### src/rtl/servo_sequencer.sv
// Servo duty-cycle setpoint controller: manual nudges or automatic waypoint sweep,
// with the setpoint slewed toward its target one bounded step per PWM period.
module servo_sequencer #(
    parameter logic [31:0] MIN_DC        = 32'd50_000,
    parameter logic [31:0] MAX_DC        = 32'd100_000,
    parameter logic [31:0] CENTER_DC     = 32'd75_000,
    parameter logic [31:0] STEP          = 32'd2_500,
    parameter logic [31:0] SLEW          = 32'd500,
    parameter logic [31:0] WP0           = 32'd50_000,
    parameter logic [31:0] WP1           = 32'd100_000,
    parameter logic [31:0] WP2           = 32'd75_000,
    parameter logic [31:0] WP3           = 32'd62_500,
    parameter logic [31:0] DWELL_PERIODS = 32'd10
) (
    input  logic        clk_div,
    input  logic        rst,
    input  logic        period_start,
    input  logic        inc_pulse,
    input  logic        dec_pulse,
    input  logic        start,
    input  logic        stop,
    output logic [31:0] dc,
    output logic [31:0] target,
    output logic        busy,
    output logic        at_target,
    output logic [1:0]  wp_idx,
    output logic [1:0]  state_o
);

    typedef enum logic [1:0] {
        MANUAL     = 2'd0,
        AUTO_MOVE  = 2'd1,
        AUTO_DWELL = 2'd2
    } state_t;

    state_t      state_q, state_d;
    logic [31:0] dc_q, dc_d;
    logic [31:0] target_q, target_d;
    logic [31:0] dwell_q, dwell_d;
    logic [1:0]  wp_q, wp_d;
    logic        busy_q;
    logic        at_target_q;

    function automatic logic [31:0] clamp(input logic [31:0] v);
        if (v < MIN_DC)      return MIN_DC;
        else if (v > MAX_DC) return MAX_DC;
        else                 return v;
    endfunction

    function automatic logic [31:0] wp_val(input logic [1:0] idx);
        case (idx)
            2'd0:    return clamp(WP0);
            2'd1:    return clamp(WP1);
            2'd2:    return clamp(WP2);
            default: return clamp(WP3);
        endcase
    endfunction

    // Differences are only formed after the comparison, so nothing wraps.
    function automatic logic [31:0] slew_step(input logic [31:0] d, input logic [31:0] t);
        if (t > d)      return ((t - d) < SLEW) ? t : d + SLEW;
        else if (t < d) return ((d - t) < SLEW) ? t : d - SLEW;
        else            return d;
    endfunction

    always_comb begin
        state_d  = state_q;
        dc_d     = dc_q;
        target_d = target_q;
        dwell_d  = dwell_q;
        wp_d     = wp_q;

        if (period_start) dc_d = slew_step(dc_q, target_q);

        case (state_q)
            MANUAL: begin
                if (start && !stop) begin
                    state_d  = AUTO_MOVE;
                    wp_d     = 2'd0;
                    target_d = wp_val(2'd0);
                end else if (inc_pulse && !dec_pulse) begin
                    target_d = (target_q >= MAX_DC - STEP) ? MAX_DC : target_q + STEP;
                end else if (dec_pulse && !inc_pulse) begin
                    target_d = (target_q <= MIN_DC + STEP) ? MIN_DC : target_q - STEP;
                end
            end
            AUTO_MOVE: begin
                if (stop) begin
                    state_d  = MANUAL;
                    target_d = dc_q;
                    dwell_d  = '0;
                end else begin
                    target_d = wp_val(wp_q);
                    if (period_start && (dc_q == target_q)) begin
                        state_d = AUTO_DWELL;
                        dwell_d = DWELL_PERIODS;
                    end
                end
            end
            AUTO_DWELL: begin
                if (stop) begin
                    state_d  = MANUAL;
                    target_d = dc_q;
                    dwell_d  = '0;
                end else if (period_start) begin
                    if (dwell_q <= 32'd1) begin
                        wp_d     = wp_q + 2'd1;
                        target_d = wp_val(wp_q + 2'd1);
                        state_d  = AUTO_MOVE;
                        dwell_d  = '0;
                    end else begin
                        dwell_d = dwell_q - 32'd1;
                    end
                end
            end
            default: state_d = MANUAL;
        endcase
    end

    always_ff @(posedge clk_div or posedge rst) begin
        if (rst) begin
            state_q     <= MANUAL;
            dc_q        <= CENTER_DC;
            target_q    <= CENTER_DC;
            dwell_q     <= '0;
            wp_q        <= 2'd0;
            busy_q      <= 1'b0;
            at_target_q <= 1'b1;
        end else begin
            state_q     <= state_d;
            dc_q        <= dc_d;
            target_q    <= target_d;
            dwell_q     <= dwell_d;
            wp_q        <= wp_d;
            // Status flags deliberately lag the state and setpoint by one cycle.
            busy_q      <= (state_q != MANUAL);
            at_target_q <= (dc_q == target_q);
        end
    end

    assign dc        = dc_q;
    assign target    = target_q;
    assign busy      = busy_q;
    assign at_target = at_target_q;
    assign wp_idx    = wp_q;
    assign state_o   = state_q;

endmodule

### config.mk
export PLATFORM = sky130hd
export DESIGN_NAME = servo_sequencer
export DESIGN_NICKNAME = d
export VERILOG_FILES = /design/src/rtl/servo_sequencer.sv
export SDC_FILE = /design/constraint.sdc
export NUM_CORES = 1
export LEC_CHECK = 0
export CORE_UTILIZATION = 35
export CTS_CLUSTER_SIZE = 24
export DETAILED_ROUTE_END_ITERATION = 6
export DONT_BUFFER_PORTS = 1
export PLACE_DENSITY = 0.47
export SYNTH_ARGS = -nofsm -noshare
export SYNTH_HDL_FRONTEND = slang
export SYNTH_SLANG_ARGS = --single-unit
### constraint.sdc
create_clock -name clk_div -period 5 [get_ports clk_div]
set_clock_uncertainty 0.2 [all_clocks]
set_input_delay 1 -clock clk_div [delete_from_list [all_inputs] [get_ports clk_div]]
set_output_delay 1 -clock clk_div [all_outputs]
set_load 0.03 [all_outputs]
# Word level (Yosys, flattened, before mapping)

Cells that the tools add are included.

Magnitude comparators: 7
Mux-type cells: 34
Equal/unequal tests: 15
Reduce and logical (&&, ||, !) cells: 20
Add/sub/neg operators: 8

Operator list:

| operator               | number |
|---|---|
| $mux 32                | 18 |
| $pmux 17 s3            | 2 |
| $pmux 32 s3            | 1 |
| $lt 32x9->1 const B    | 2 |
| $pmux 32 s2            | 1 |
| $sub 32x32->32         | 2 |
| $add 32x12->32 const B | 1 |
| $add 32x9->32 const B  | 1 |
| $eq 32x32->1           | 1 |
| $ge 32x17->1 const B   | 1 |
| $gt 32x32->1           | 1 |
| $le 32x1->1 const B    | 1 |
| $le 32x16->1 const B   | 1 |
| $lt 32x32->1           | 1 |
| $sub 32x1->32 const B  | 1 |
| $sub 32x12->32 const B | 1 |
| $sub 32x9->32 const B  | 1 |
| $mux 2                 | 10 |
| $ne 3x3->1 const B     | 3 |
| $ne 2x2->1 const B     | 4 |
| $reduce_and 4->1       | 2 |
| $reduce_bool 2->1      | 4 |
| $eq 2x1->1 const B     | 3 |
| $eq 2x2->1 const B     | 3 |
| 11 further kinds       | 18 |

Word-level logic and storage cells: 91
Bits of input ports: 7
Output and inout bits: 70
Flip-flop bits (word level): 102

# Depth between registers and ports, before layout

Gate-level depths: netlist (run 1).

Word-level depth: 7
Mapped depth: 17
Mapped depth without buffers: 14

# Worst setup path before layout (run 1)

No wires, ideal clock.

Path type: reg2reg
Start: register dc_q[5], in the netlist dc[5]
End: register dc_q[26], in the netlist dc[26]
Data required time: 4674 ps
Library setup time: 126 ps
Stages on the path, launching flop included: 17
Data arrival time: 4089 ps
Setup slack: 585 ps
Path buffers: 2
Cell sequence: dfstp_2 > clkbuf_1 > inv_1 > ha_1 > a21oi_2 > o21ai_2 > nor2b_4 > or4_1 > a2111oi_2 > nand4_1 > or3_4 > nor4_4 > nand2_2 > nand2_2 > buf_6 > o32ai_1 > a221o_1

Cells in the longest elaborated chain, start to end: 5
Elaborated cells between the ends (all ways): 14
Classes of those cells: 4 x add/sub; 4 x order compare; 4 x mux; 2 x reduce/logical

RTL lines:

| item                   | RTL line | RTL |
|---|---|---|
| start, declared        | 37       | `logic [31:0] dc_q, dc_d;` |
| start signal, assigned | 123      | `dc_q <= CENTER_DC;` |
| start signal, assigned | 131      | `dc_q <= dc_d;` |
| $sub 32x32->32         | 62       | `else if (t < d) return ((d - t) < SLEW) ? t : d - SLEW;` |
| $lt 32x9->1            | 62       |  |
| $mux 32 (2 in series)  | 62       |  |
| $mux 32                | 61       | `if (t > d) return ((t - d) < SLEW) ? t : d + SLEW;` |

Several ways; a longest one is shown, not always the timed one. The select of a mux whose other input is x is not followed.
A chain may end at the register's enable or synchronous reset.

# Worst setup path in the final report (run 1)

Start: register dc_q[16], in the netlist dc[16]
End: register dc_q[8], in the netlist dc[8]

Same word-level chain as after synthesis.

==> flow_metrics.py, run 1 <==
metrics = {
    "die": {
        "die_h_um": 183,
        "rows": 65,
        "die-width_um": 183,
        "coreArea_um2": 31900,
        "pin_count": 77,
        "dieArea_um2": 33400,
        "start_util_pct": 35.9,
    },
    "timing": {
        "period_share_pct": 95.5,
        "holdWs_ns": 0.340,
        "max_freq_mhz": 209,
        "final.min_clock_period_ns": 4.77,
        "rsz0062_at_grt": "no",
        "worst_slew_pin_slew_ns": 1.10,
        "drv_slew": 0,
        "slew_headroom_pct": 26.6,
        "setup_viol": 0,
        "finalHoldViolCount": 0,
    },
    "detailed_routing": {
        "vias_per_cell": 6.04,
        "num_vias": 12200,
        "wl_per_cell_um": 22.9,
        "drt_iter0_drc": 1067,
        "drtPass1Iterations": 5,
        "drcViolationCount": 0,
        "ant_nets": 0,
        "wl_um": 46200,
    },
    "worst_setup_path": {
        "criticalPathCategory": "flip-flop to flip-flop",
        "cp_max_fo": 22,
        "rr_endpoint": "dc[8]$_DFFE_PP0P_",
        "crit_path_start": "dc[16]$_DFFE_PP1P_",
        "worstSetupEndpointType": "flip-flop",
        "cp.required_ns": 5.04,
        "worstReg2RegStart": "dc[16]$_DFFE_PP1P_",
        "crit_arrival_ns": 4.82,
        "crit_path_start_kind": "flip-flop",
        "rr_worst_depth": 15,
        "worst-r2r-setup-slack_ns": 0.23,
    },
    "synth": {
        "syn_inst": 1520,
        "synth_edf_count": 0,
        "synth_flop_cell": "dfrtp_1",
        "synth-warning-count": 0,
        "syn_area_per_cell_um2": 7.53,
        "synth_cell_types": 93,
        "synth-seq-area-share_pct": 22.5,
        "synth_nets": 1609,
        "async_flop_share_pct": 100,
        "synth.cell_area_um2": 11400,
        "ys_ff_latch": 102,
    },
    "clock_network": {
        "cts_root_buf": "clkbuf_16",
        "clock-sinks": 102,
        "cts_tree": "built",
        "clkLatencyLatePin_ns": 0.37,
        "numCtsBuffers": 9,
        "path_clk_slew_ns": 0.08,
        "holdBufCountCts": 0,
        "clk_path_buf_depth": 2,
        "htreeDepth": 3,
    },
    "final_layout": {
        "drive_gt1_share_pct": 14.2,
        "fillers": 3379,
        "fin_util_pct": 40.6,
        "n_antenna_cell": 0,
        "nets": 1671,
        "final_common_cell": "a21oi_1",
        "area_growth_pct": 13.1,
        "most-common-layout-cells": "a21oi_1 (155), nor2_1 (141), buf_4 (130)",
    },
    "placed_design": {
        "hpwl_um": 36400,
        "port_buffers": 0,
        "gp_congestion": 0.950,
    },
    "outcome": {
        "status": "finished, final reports clean",
    },
    "hold_path": {
        "hold_path_end": "target[13]$_DFFE_PP1P_",
        "worstHoldPathType": "flip-flop to flip-flop",
        "whs_path_depth": 2,
        "hold_start": "target[13]$_DFFE_PP1P_",
    },
    "global_routing": {
        "grt_pass1_wl_um": 70900,
        "overflow": 0,
        "grt-busiest-layer": "met2",
        "grt_max_degree": 74,
        "antenna_found_initial": 0,
        "track_usage_pct": 27.5,
        "use_met2_pct": 43.9,
        "use_met1_pct": 39.4,
        "grt_pass1_vias": 11600,
        "use_met3_pct": 4.09,
    },
    "job": {
        "maxCapViolCount": 0,
    },
}
[worst max-delay path, cell delays in order, from the launching register on]
cell	delay (ns)
dfstp_2	0.53
inv_1	0.09
ha_1	0.47
a21oi_1	0.33
o21ai_0	0.26
a21o_1	0.27
a221oi_2	0.35
nor4_1	0.09
or4_1	0.42
nor4_2	0.22
nand4b_1	0.32
o21ai_2	0.28
buf_12	0.21
nand2b_4	0.21
o32ai_1	0.30
nor3_1	0.07
[cell families after synthesis]
family,share of synthesized area (%)
buffers and inverters,6.54
multiplexers,1.45
adder cells (fa/ha/maj),8.96
flip-flops,22.5
AO/OA/AOI/OAI,30.6
AND/OR/NAND/NOR,23.1
XOR/XNOR,6.81
[worst max path at each step]
stage                              end  slack, ns  depth (start not counted)
finish               dc[8]$_DFFE_PP0P_       0.23                         15
global route         dc[8]$_DFFE_PP0P_      0.005                         15
global placement    dc[26]$_DFFE_PP0P_      -0.03                         15
floorplan           dc[26]$_DFFE_PP0P_       0.59                         16
CTS                 dc[26]$_DFFE_PP0P_       0.04                         15
detailed placement  dc[26]$_DFFE_PP0P_       0.04                         15
[layer usage]
metal  vias up  share of wire (%)  wire length, µm
met2       458                 45            20900
met3        39                6.8             3140
met1      5961                 47            21600
li1       5750                  -                -
met5         -                  0                0
met4         0                1.3              586
[synth_stat cells, types with 8 or more instances]
library cell | count | share of area, %
a211oi_1 | 13 | 0.85
o211ai_1 | 18 | 1.2
a22o_1 | 9 | 0.69
o21ai_0 | 118 | 5.2
or3_1 | 15 | 0.82
o21a_1 | 19 | 1.2
clkbuf_1 | 41 | 1.3
nand2b_1 | 13 | 0.71
dfrtp_1 | 85 | 19
o31ai_1 | 15 | 0.98
xnor2_1 | 65 | 5.0
or4_1 | 8 | 0.52
a31oi_1 | 8 | 0.44
dfstp_2 | 17 | 3.9
nand3_1 | 39 | 1.7
a21o_1 | 9 | 0.59
mux2i_1 | 11 | 0.96
nor4_1 | 32 | 1.7
nor2_1 | 142 | 4.7
ha_1 | 82 | 9.0
a22oi_1 | 23 | 1.5
a21oi_1 | 156 | 6.8
o221ai_1 | 10 | 0.77
o21ai_1 | 15 | 0.66
nand4_1 | 32 | 1.7
buf_2 | 25 | 1.1
nand2_1 | 116 | 3.8
xor2_1 | 24 | 1.8
nor2b_1 | 8 | 0.44
o22ai_1 | 16 | 0.87
o21bai_1 | 9 | 0.59
inv_1 | 86 | 2.8
and3_1 | 18 | 0.98
nor3_1 | 56 | 2.4
or2_2 | 8 | 0.44
[per-stage QoR]
step                      worst slack [ns]  instance area, µm²  TNS (ns)  cells
after global placement             -0.0289               12600   -0.0289   1999
after CTS                           0.0415               12900         0   2015
after floorplan                      0.585               11400         0   1520
after global routing               0.00471               12900         0   2022
after detailed placement            0.0390               12600         0   1999
final                                0.226               12900         0   2022
[timing repair]
item | 4_1_cts | 5_1_grt
setup buffers | 0 | 6
hold endpoints to repair | 0 | 0
resized for setup | 0 | 6
setup endpoints to repair | 0 | 30
[state kept, by name, summed over array words and instances (netlist names)]
| register | flops |
|---|---|
| at_target | 1 |
| busy | 1 |
| dc | 32 |
| dwell_q | 32 |
| state_o | 2 |
| target | 32 |
| wp_idx | 2 |
[layout make-up]
cell class	instances	area [µm²]	area share [%]
clock inverters	7	88.8	0.686
multi-input cells	1246	8170	63.1
well taps	435	544	4.20
repair buffers	131	996	7.69
inverters	92	348	2.69
flip-flops and latches	102	2570	19.9
clock buffers	9	225	1.74
Power of run 1 is left out: the tool's default activity adds up to more than one toggle a clock period on the data nets, which glitch-free logic cannot reach.
==> run 2, diff against run 1 <==
--- a/config.mk
+++ b/config.mk
@@ -6,9 +6,9 @@
 export NUM_CORES = 1
 export LEC_CHECK = 0
-export CORE_UTILIZATION = 35
+export CORE_UTILIZATION = 55
 export CTS_CLUSTER_SIZE = 24
 export DETAILED_ROUTE_END_ITERATION = 6
 export DONT_BUFFER_PORTS = 1
-export PLACE_DENSITY = 0.47
+export PLACE_DENSITY = 0.68
 export SYNTH_ARGS = -nofsm -noshare
 export SYNTH_HDL_FRONTEND = slang
--- a/constraint.sdc
+++ b/constraint.sdc
@@ -3,3 +3,3 @@
 set_input_delay 1 -clock clk_div [delete_from_list [all_inputs] [get_ports clk_div]]
 set_output_delay 1 -clock clk_div [all_outputs]
-set_load 0.03 [all_outputs]
+set_load 0.05 [all_outputs]
==> run 2 against run 1 <==
  * Via count up 1.6%
  * Clock-buffer cell count unchanged
  * Largest cell class unchanged
  * First-iteration DRC count up 20%
  * Worst hold slack better by 0.00069 ns
  * Worst setup slack worse by 0.055 ns
  * Critical endpoint is now dc[10]$_DFFE_PP1P_
  * Global-route usage up 11 points
==> flow_metrics.py, run 2 (same netlist as run 1, synthesis figures left out) <==
metrics = {
    "outcome": {
        "status": "finished, final reports clean",
    },
    "detailed_routing": {
        "wl_per_cell_um": 22.9,
        "drcViolationCount": 0,
        "drt_iter0_drc": 1282,
        "vias_per_cell": 6.77,
        "drtPass1Iterations": 7,
        "num_vias": 12400,
        "ant_nets": 0,
        "wl_um": 41900,
    },
    "clock_network": {
        "path_clk_slew_ns": 0.08,
        "htreeDepth": 3,
        "clkLatencyLatePin_ns": 0.37,
        "numCtsBuffers": 9,
        "clock-sinks": 102,
        "clk_path_buf_depth": 2,
        "cts_root_buf": "clkbuf_16",
        "cts_tree": "built",
    },
    "worst_setup_path": {
        "worstSetupEndpointType": "flip-flop",
        "crit_path_start_kind": "flip-flop",
        "cp_max_fo": 12,
        "crit_arrival_ns": 4.91,
        "criticalPathCategory": "flip-flop to flip-flop",
        "cp.required_ns": 5.08,
    },
    "timing": {
        "drv_slew": 0,
        "max_freq_mhz": 207,
        "setup_tns_ns": 0,
        "finalHoldViolCount": 0,
        "period_share_pct": 96.6,
        "rsz0062_at_grt": "no",
        "final.min_clock_period_ns": 4.83,
        "slew_headroom_pct": 32.4,
        "setup_viol": 0,
        "worst_slew_pin_slew_ns": 1.01,
    },
    "global_routing": {
        "antenna_found_initial": 0,
        "track_usage_pct": 38.7,
        "overflow": 0,
        "grt_pass1_vias": 11800,
        "grt_max_degree": 81,
        "grt_pass1_wl_um": 65600,
    },
    "final_layout": {
        "fillers": 1911,
        "n_antenna_cell": 0,
        "nets": 1647,
        "area_growth_pct": 9.76,
        "final_common_cell": "a21oi_1",
        "stdcell_count": 1833,
        "most-common-layout-cells": "a21oi_1 (156), nor2_1 (141), o21ai_0 (117)",
        "drive_gt1_share_pct": 12.8,
        "final_area_um2": 12600,
    },
    "placed_design": {
        "hpwl_um": 32600,
        "place_area_um2": 12200,
        "gp_congestion": 1.01,
        "port_buffers": 0,
        "dp_cells": 1815,
    },
    "die": {
        "die-width_um": 146,
        "start_util_pct": 56.4,
        "die_h_um": 146,
        "dieArea_um2": 21400,
        "rows": 52,
        "coreArea_um2": 20300,
        "pin_count": 77,
    },
    "job": {
        "maxCapViolCount": 0,
    },
    "hold_path": {
        "worstHoldPathType": "flip-flop to flip-flop",
    },
}
-- run 2: cell type report --
cell class,count,area [µm²],area share (%)
timing repair buffer,107,803,6.39
clock inverter,7,91.3,0.727
sequential,102,2570,20.5
clock buffer,9,225,1.79
multi-input combinational,1246,8180,65.1
inverter,92,348,2.77
tap,270,338,2.69
-- run 2: stage by stage --
step                worst slack [ns]  util [%]  hold slack, ns
floorplan                      0.505         -           0.296
global placement              0.0200      60.1           0.316
detailed placement           -0.0329      60.1           0.325
CTS                           0.0586      61.6           0.344
global route                 0.00759      61.9           0.364
finish                         0.171      61.9           0.341
-- run 2: timing repair --
item | 4_1_cts | 5_1_grt
gates cloned | 0 | 1
resized for setup | 1 | 7
hold buffers | 0 | 0
pin swaps | 0 | 3
setup buffers | 0 | 1
endpoints found under the setup margin | 1 | 29
-- run 2: final timing paths --
kind	from	endpoint	slack [ns]	cells past startpoint
setup / recovery	dc[7]$_DFFE_PP1P_	dc[10]$_DFFE_PP1P_	0.17	15
hold / removal	dwell_q[10]$_DFFE_PP0P_	dwell_q[10]$_DFFE_PP0P_	0.34	2
setup reg to reg	dc[7]$_DFFE_PP1P_	dc[10]$_DFFE_PP1P_	0.17	15
hold reg to reg	dwell_q[10]$_DFFE_PP0P_	dwell_q[10]$_DFFE_PP0P_	0.34	2
max in group asynchronous	rst	target[10]$_DFFE_PP1P_	3.09	2
min in group asynchronous	rst	dwell_q[12]$_DFFE_PP0P_	0.54	1
-- run 2: layer usage --
| layer | GRT usage [%] | wire [µm] | vias up |
|---|---|---|---|
| li1 | - | - | 5711 |
| met1 | 52.5 | 17400 | 5892 |
| met2 | 61.2 | 18900 | 690 |
| met3 | 7.31 | 4150 | 110 |
| met4 | 14.6 | 1480 | 0 |
| met5 | 0 | 0 | - |
-- run 2: critical path, cell delays in order, from the launching register on --
cell	delay, ns
dfstp_2	0.53
inv_1	0.12
ha_1	0.37
buf_4	0.19
nand4_1	0.19
a211oi_1	0.10
a211o_1	0.39
a221oi_4	0.40
nor4_1	0.14
or4_1	0.47
nor4_2	0.24
nand4b_1	0.34
o21ai_4	0.36
buf_4	0.28
o22ai_1	0.12
a221oi_2	0.28
Power of run 2 is left out for the same reason.
